==> src/rtl/virtual_input_pkg.sv <==
// -----------------------------------------------------------------------------
// virtual_input_pkg
// Shared definitions for the virtual input sequencer: sequencer state
// encoding, decoder special codes and the command-byte decode helpers.
// -----------------------------------------------------------------------------
package virtual_input_pkg;

    typedef enum logic [1:0] {
        ST_IDLE  = 2'd0,
        ST_SETUP = 2'd1,
        ST_PULSE = 2'd2,
        ST_GAP   = 2'd3
    } seq_state_t;

    // Decoder code that resets every virtual key and switch.
    localparam logic [4:0] NUM_RESET_ALL  = 5'b11111;
    // Highest index that toggles a single virtual input.
    localparam logic [4:0] MAX_TOGGLE_IDX = 5'd21;
    // Required value of the opcode field in_data[7:5].
    localparam logic [2:0] OPCODE_MASK    = 3'b000;

    function automatic logic cmd_is_valid(input logic [7:0] b);
        return (b[7:5] == OPCODE_MASK);
    endfunction

    // Indices past the last real input are folded onto the reset-all code.
    function automatic logic [4:0] cmd_to_number(input logic [7:0] b);
        return (b[4:0] > MAX_TOGGLE_IDX) ? NUM_RESET_ALL : b[4:0];
    endfunction

endpackage

==> src/rtl/cmd_fifo.sv <==
// -----------------------------------------------------------------------------
// cmd_fifo
// Small synchronous FIFO for decoded sequencer commands.
// Ports:
//   clock, reset   system clock, synchronous active-high reset
//   push, din      write din when not full (ignored while flushing)
//   pop            drop the head entry when not empty (ignored while flushing)
//   flush          empty the FIFO on this edge
//   head           current head entry (valid when !empty)
//   full, empty    status from the registered count
//   count          number of stored entries
// -----------------------------------------------------------------------------
module cmd_fifo #(
    parameter int WIDTH = 5,
    parameter int DEPTH = 4
) (
    input  logic                     clock,
    input  logic                     reset,
    input  logic                     push,
    input  logic                     pop,
    input  logic                     flush,
    input  logic [WIDTH-1:0]         din,
    output logic [WIDTH-1:0]         head,
    output logic                     full,
    output logic                     empty,
    output logic [$clog2(DEPTH):0]   count
);

    localparam int PTR_W = $clog2(DEPTH);

    logic [WIDTH-1:0] r_mem [DEPTH];
    logic [PTR_W-1:0] r_wr_ptr;
    logic [PTR_W-1:0] r_rd_ptr;
    logic [PTR_W:0]   r_count;

    logic w_push;
    logic w_pop;

    assign w_push = push & ~full  & ~flush;
    assign w_pop  = pop  & ~empty & ~flush;

    // Pointers wrap naturally because DEPTH is a power of two.
    always_ff @(posedge clock) begin
        if (reset || flush) begin
            r_wr_ptr <= '0;
            r_rd_ptr <= '0;
            r_count  <= '0;
        end else begin
            if (w_push) r_wr_ptr <= r_wr_ptr + 1'b1;
            if (w_pop)  r_rd_ptr <= r_rd_ptr + 1'b1;
            case ({w_push, w_pop})
                2'b10:   r_count <= r_count + 1'b1;
                2'b01:   r_count <= r_count - 1'b1;
                default: r_count <= r_count;
            endcase
        end
    end

    // Storage carries no reset; validity is tracked by the count alone.
    always_ff @(posedge clock) begin
        if (w_push) r_mem[r_wr_ptr] <= din;
    end

    assign head  = r_mem[r_rd_ptr];
    assign full  = (r_count == (PTR_W+1)'(DEPTH));
    assign empty = (r_count == '0);
    assign count = r_count;

endmodule

==> src/rtl/virtual_input_sequencer.sv <==
// -----------------------------------------------------------------------------
// virtual_input_sequencer
// Buffers host command bytes and replays each as a setup / strobe / gap
// sequence on (number, control) so the virtual input decoder sees exactly one
// toggle per command. clear_all bypasses the queue with the reset-all code.
// Ports:
//   clock, reset          system clock, synchronous active-high reset
//   in_data, in_valid     host command byte and its valid
//   in_ready              byte accepted when in_valid & in_ready (FIFO not full)
//   clear_all             one-cycle request to reset all virtual inputs
//   number, control       decoder index and level strobe (registered)
//   busy                  sequence active or commands queued (registered)
//   cmd_error             one-cycle pulse after a malformed byte is dropped
// -----------------------------------------------------------------------------
module virtual_input_sequencer
    import virtual_input_pkg::*;
#(
    parameter int PULSE_CYCLES = 4,
    parameter int GAP_CYCLES   = 4,
    parameter int FIFO_DEPTH   = 4
) (
    input  logic       clock,
    input  logic       reset,
    input  logic [7:0] in_data,
    input  logic       in_valid,
    output logic       in_ready,
    input  logic       clear_all,
    output logic [4:0] number,
    output logic       control,
    output logic       busy,
    output logic       cmd_error
);

    localparam int CNT_MAX = (PULSE_CYCLES > GAP_CYCLES) ? PULSE_CYCLES : GAP_CYCLES;
    localparam int CNT_W   = $clog2(CNT_MAX + 1);
    localparam int FCNT_W  = $clog2(FIFO_DEPTH) + 1;

    localparam logic [CNT_W-1:0] PULSE_LAST = CNT_W'(PULSE_CYCLES - 1);
    localparam logic [CNT_W-1:0] GAP_LAST   = CNT_W'(GAP_CYCLES - 1);

    seq_state_t        r_state;
    logic [CNT_W-1:0]  r_cnt;
    logic [4:0]        r_number;
    logic              r_control;
    logic              r_busy;
    logic              r_clr_pend;
    logic              r_cmd_error;

    logic              w_take;
    logic              w_push;
    logic              w_bad;
    logic              w_pop;
    logic [4:0]        w_head;
    logic              w_full;
    logic              w_empty;
    logic [FCNT_W-1:0] w_count;
    logic [FCNT_W-1:0] w_count_nxt;

    // A byte offered on the same edge as clear_all is dropped: flush wins.
    assign w_take = in_valid & in_ready;
    assign w_push = w_take & ~clear_all &  cmd_is_valid(in_data);
    assign w_bad  = w_take & ~clear_all & ~cmd_is_valid(in_data);

    // Never pop while a clear is pending or arriving; the queue is about to
    // be flushed and the reset-all code must go out first.
    assign w_pop  = (r_state == ST_IDLE) & ~r_clr_pend & ~w_empty & ~clear_all;

    assign in_ready = ~w_full;

    cmd_fifo #(
        .WIDTH (5),
        .DEPTH (FIFO_DEPTH)
    ) u_cmd_fifo (
        .clock (clock),
        .reset (reset),
        .push  (w_push),
        .pop   (w_pop),
        .flush (clear_all),
        .din   (cmd_to_number(in_data)),
        .head  (w_head),
        .full  (w_full),
        .empty (w_empty),
        .count (w_count)
    );

    // FIFO occupancy after this edge, so busy can be registered alongside it.
    always_comb begin
        w_count_nxt = w_count;
        if (clear_all) begin
            w_count_nxt = '0;
        end else begin
            case ({w_push, w_pop})
                2'b10:   w_count_nxt = w_count + 1'b1;
                2'b01:   w_count_nxt = w_count - 1'b1;
                default: w_count_nxt = w_count;
            endcase
        end
    end

    always_ff @(posedge clock) begin
        if (reset) begin
            r_state    <= ST_IDLE;
            r_cnt      <= '0;
            r_number   <= 5'b00000;
            r_control  <= 1'b0;
            r_busy     <= 1'b0;
            r_clr_pend <= 1'b0;
        end else begin
            if (clear_all) r_clr_pend <= 1'b1;
            case (r_state)
                ST_IDLE: begin
                    if (r_clr_pend) begin
                        r_number   <= NUM_RESET_ALL;
                        r_clr_pend <= clear_all;
                        r_state    <= ST_SETUP;
                        r_busy     <= 1'b1;
                    end else if (w_pop) begin
                        r_number   <= w_head;
                        r_state    <= ST_SETUP;
                        r_busy     <= 1'b1;
                    end else begin
                        r_busy     <= (w_count_nxt != '0);
                    end
                end
                ST_SETUP: begin
                    r_state   <= ST_PULSE;
                    r_control <= 1'b1;
                    r_cnt     <= PULSE_LAST;
                    r_busy    <= 1'b1;
                end
                ST_PULSE: begin
                    r_busy <= 1'b1;
                    if (r_cnt == '0) begin
                        r_state   <= ST_GAP;
                        r_control <= 1'b0;
                        r_cnt     <= GAP_LAST;
                    end else begin
                        r_cnt <= r_cnt - 1'b1;
                    end
                end
                ST_GAP: begin
                    if (r_cnt == '0) begin
                        r_state <= ST_IDLE;
                        r_busy  <= (w_count_nxt != '0);
                    end else begin
                        r_cnt  <= r_cnt - 1'b1;
                        r_busy <= 1'b1;
                    end
                end
                default: begin
                    r_state <= ST_IDLE;
                end
            endcase
        end
    end

    always_ff @(posedge clock) begin
        if (reset) r_cmd_error <= 1'b0;
        else       r_cmd_error <= w_bad;
    end

    assign number    = r_number;
    assign control   = r_control;
    assign busy      = r_busy;
    assign cmd_error = r_cmd_error;

endmodule

==> config.mk <==
export PLATFORM = sky130hd
export DESIGN_NAME = virtual_input_sequencer
export DESIGN_NICKNAME = d
export VERILOG_FILES = /design/src/rtl/virtual_input_pkg.sv /design/src/rtl/cmd_fifo.sv /design/src/rtl/virtual_input_sequencer.sv
export SDC_FILE = /design/constraint.sdc
export NUM_CORES = 1
export LEC_CHECK = 0
export CORE_AREA = 2 2 60 67
export CTS_BUF_LIST = sky130_fd_sc_hd__clkbuf_8
export CTS_CLUSTER_DIAMETER = 120
export DETAILED_ROUTE_END_ITERATION = 10
export DIE_AREA = 0 0 62 69
export HOLD_SLACK_MARGIN = 0.06
export PLACE_DENSITY = 0.79
export SLEW_MARGIN = 20
export SYNTH_ARGS = -nofsm -noshare
export SYNTH_HDL_FRONTEND = slang
export SYNTH_SLANG_ARGS = --single-unit
==> constraint.sdc <==
create_clock -name clock -period 3 [get_ports clock]
set_clock_uncertainty 0.05 [all_clocks]
set_input_delay 0.6 -clock clock [delete_from_list [all_inputs] [get_ports clock]]
set_output_delay 0.6 -clock clock [all_outputs]
set_load 0.02 [all_outputs]
==> qor.txt <==
Worst setup SP type -> input port
Yosys top cell area share -> 0.298
Vias in the first global route -> 1411
YS warnings -> 0
Final hold viol count -> 0
Worst path bufs/invs -> 2
Worst-Margin Slew -> 0.539 ns
Final HPWL DP -> 2730 um
GR Util All Layers -> 0.190
H-tree levels -> 2
Nets -> 223
Maximum buffer depth of the clock tree -> 2
Delay-heaviest family, CP -> simple AND/OR/NAND/NOR gates
DRC -> 0
R2R setup slack -> 0.64 ns
Largest area contributor in the netlist -> edfxtp_1
Row cnt -> 23
Fin worst setup slack -> 0.588 ns
TNS Setup -> 0 ns
Die Y -> 69 um
WL final -> 3490 um
# Post-CTS Setup Buffers -> 0
HP Class -> reg -> reg
Setup Viol. Count Final -> 0
Final ANT Viol Nets -> 0
Total CTS buffers -> 5
Number of gates resized after cts -> 0
Core footprint -> 0.00360 mm^2
Fin crit period -> 2.41 ns
PwrDens -> 679 mW/mm^2
Sequential element share of the synthesized area -> 0.526
Worst r2r path cells -> 8
Crit path cell chain -> clkdlybuf4s50_1 > or3_1 > inv_2 > ha_1 > or3_1 > a21oi_1
Max cap viols -> 0
Total power draw -> 1.59 mW
Maximum VDD drop -> 0.335 mV
Post-Place Setup Slack -> 0.298 ns
CP endpoint -> u_cmd_fifo.count[2]
Worst stage delay on the critical path -> 0.53 ns
Crit path from -> clear_all
Die Area -> 0.00428 mm^2
Die Width -> 62 um
Tcrit/Tclk final -> 0.804
Reg2reg end -> u_cmd_fifo.count[2]
Port buffer count -> 20
Io pins -> 21
Starting density of the core -> 0.560
Post-place instance area -> 0.00224 mm^2
Critical path capture point type -> flop
CP max-delay cell -> or3_1
Final Util -> 0.650
CTS tree -> built
Area Growth Syn to Fin -> 16.0%
Vias -> 1308
Clk slew on worst S/H paths -> 0.08 ns
Syn Area/Cell -> 11.5 um^2
Fillcell total -> 283
Drt first-iter violations -> 89
Post-Syn Area -> 0.00202 mm^2
Synth area leaders -> edfxtp_1 30%, dfxtp_1 23%, ha_1 9.3%
Diodes inserted -> 0
Pins Over Slew Limit -> 0
First-pass GRT wire length -> 6070 um
Initial antenna violation count -> 0
GP Congestion -> 0.770
Largest net degree at the start of global routing -> 16
Routed len/inst -> 14.1 um
Synth cell types -> 35
Mean number of vias per cell -> 5.30
Crit Path Category -> in -> reg
Most frequent CP cell -> or3_1
Total global routing overflow -> 0
#FFs+latches synth -> 43
Num Clock Sinks -> 43
Clock root cell -> clkbuf_8
Drt first pass iters -> 4
CP arrival -> 2.59 ns
Critical R2R Launch -> u_cmd_fifo.count[0]
Cell area after layout -> 0.00234 mm^2
Highest clock rate -> 0.415 GHz
Status -> complete, no violations
RSZ-0062 raised after global routing -> false
Clk Latency, worst-skew pair -> 0.29 ns
WP depth -> 6
Crit path max fanout -> 6
Syn Inst Count -> 175
Critical path data required time -> 3.17 ns
Leakage -> 0.865 nW
Post-CTS Hold Fix Bufs -> 0
Layout cells sized above 1 -> 0.102
Normalized max-slew margin -> 0.640
Post-Syn Nets -> 202
logic make-up after synthesis:
kind of cell	synth area share
AOI/OAI and AO/OA	0.0993
DFF	0.526
adders and majority gates	0.0931
muxes	0.0708
buffers and inverters	0.0434
and+or+nand+nor	0.132
xor gates and xnor gates	0.0348
cells in the mapped netlist:
cell type	instances
nor2_1	27
dfxtp_1	23
edfxtp_1	20
ha_1	15
inv_1	10
a211oi_1	8
a21oi_1	7
nor3_1	6
mux4_2	5
a21o_1	4
and2_1	4
clkbuf_1	4
or3_1	4
xnor2_1	4
xor2_1	4
mux2i_1	3
nand2_1	3
nor2b_1	3
a311oi_1	2
buf_6	2
inv_2	2
o21ai_0	2
a21oi_4	1
a31o_2	1
a31oi_1	1
and4b_1	1
buf_2	1
nand2b_1	1
nand2b_4	1
nand3_1	1
nand3b_1	1
nand4_1	1
o211a_1	1
o22ai_1	1
or2_2	1
flip-flops by register name, indices dropped and copies added, names as in the netlist, named ones only:
register / flops
u_cmd_fifo.r_mem: 20
control: 1
u_cmd_fifo.r_rd_ptr: 2
r_cnt: 3
busy: 1
cmd_error: 1
r_state: 2
u_cmd_fifo.r_wr_ptr: 2
r_clr_pend: 1
number: 5
u_cmd_fifo.count: 3
metal layers:
layer / global-route usage / part of all wire / wire length (um)
met5: 0 / 0 / 0
met4: 0.0591 / 0.0060 / 21
met3: 0.0600 / 0.031 / 107
met2: 0.325 / 0.55 / 1920
met1: 0.217 / 0.41 / 1440
worst register-to-register path, delay by kind of cell (launching register included):
family	cells	cell delay (ns)
AO/OA/AOI/OAI	1	0.14
adder cells (fa/ha/maj)	2	0.51
buffers and inverters	2	0.25
flip-flops	1	0.42
AND/OR/NAND/NOR	3	0.94
worst min path at each step:
stage	startpoint	slack (ns)	depth (start not counted)	endpoint
6_report	control	0.46	2	control
5_1_grt	number[4]	0.48	2	number[4]
4_1_cts	number[4]	0.46	2	number[4]
3_5_place_dp	control	0.44	2	control
3_3_place_gp	control	0.42	2	control
2_1_floorplan	r_cnt[2]	0.42	2	r_cnt[2]
metrics by stage:
step           cells  hold WS [ns]
2_1_floorplan    175         0.421
3_3_place_gp     239         0.424
3_5_place_dp     239         0.442
4_1_cts          247         0.459
5_1_grt          247         0.483
6_report         247         0.460
placed cells by master, fill, tap and decap left out, drive strengths merged, types with 5 or more instances in the layout:
cell and instances:
a211oi 8, a21oi 8, clkbuf 5, clkdlybuf4s50 20, dfxtp 23, edfxtp 20
ha 15, inv 12, mux4 5, nor2 27, nor3 6
power by group:
part	internal (mW)	switching, mW	leakage (nW)	total [mW]
clock	0.166	0.207	0.0443	0.373
sequential	0.672	0.0343	0.367	0.706
combinational	0.217	0.290	0.453	0.507
total	1.06	0.531	0.865	1.59
area by class of cell:
cell class,instances,area (um^2),area share
Clock buffer,5,68.8,0.0294
Clock inverter,3,25.0,0.0107
Inverter,12,45.0,0.0193
Multi-Input combinational cell,113,867,0.371
Sequential cell,43,1060,0.454
Tap cell,50,62.6,0.0268
Timing Repair Buffer,21,208,0.0889
No activity file was read; power rests on OpenSTA's default activity.
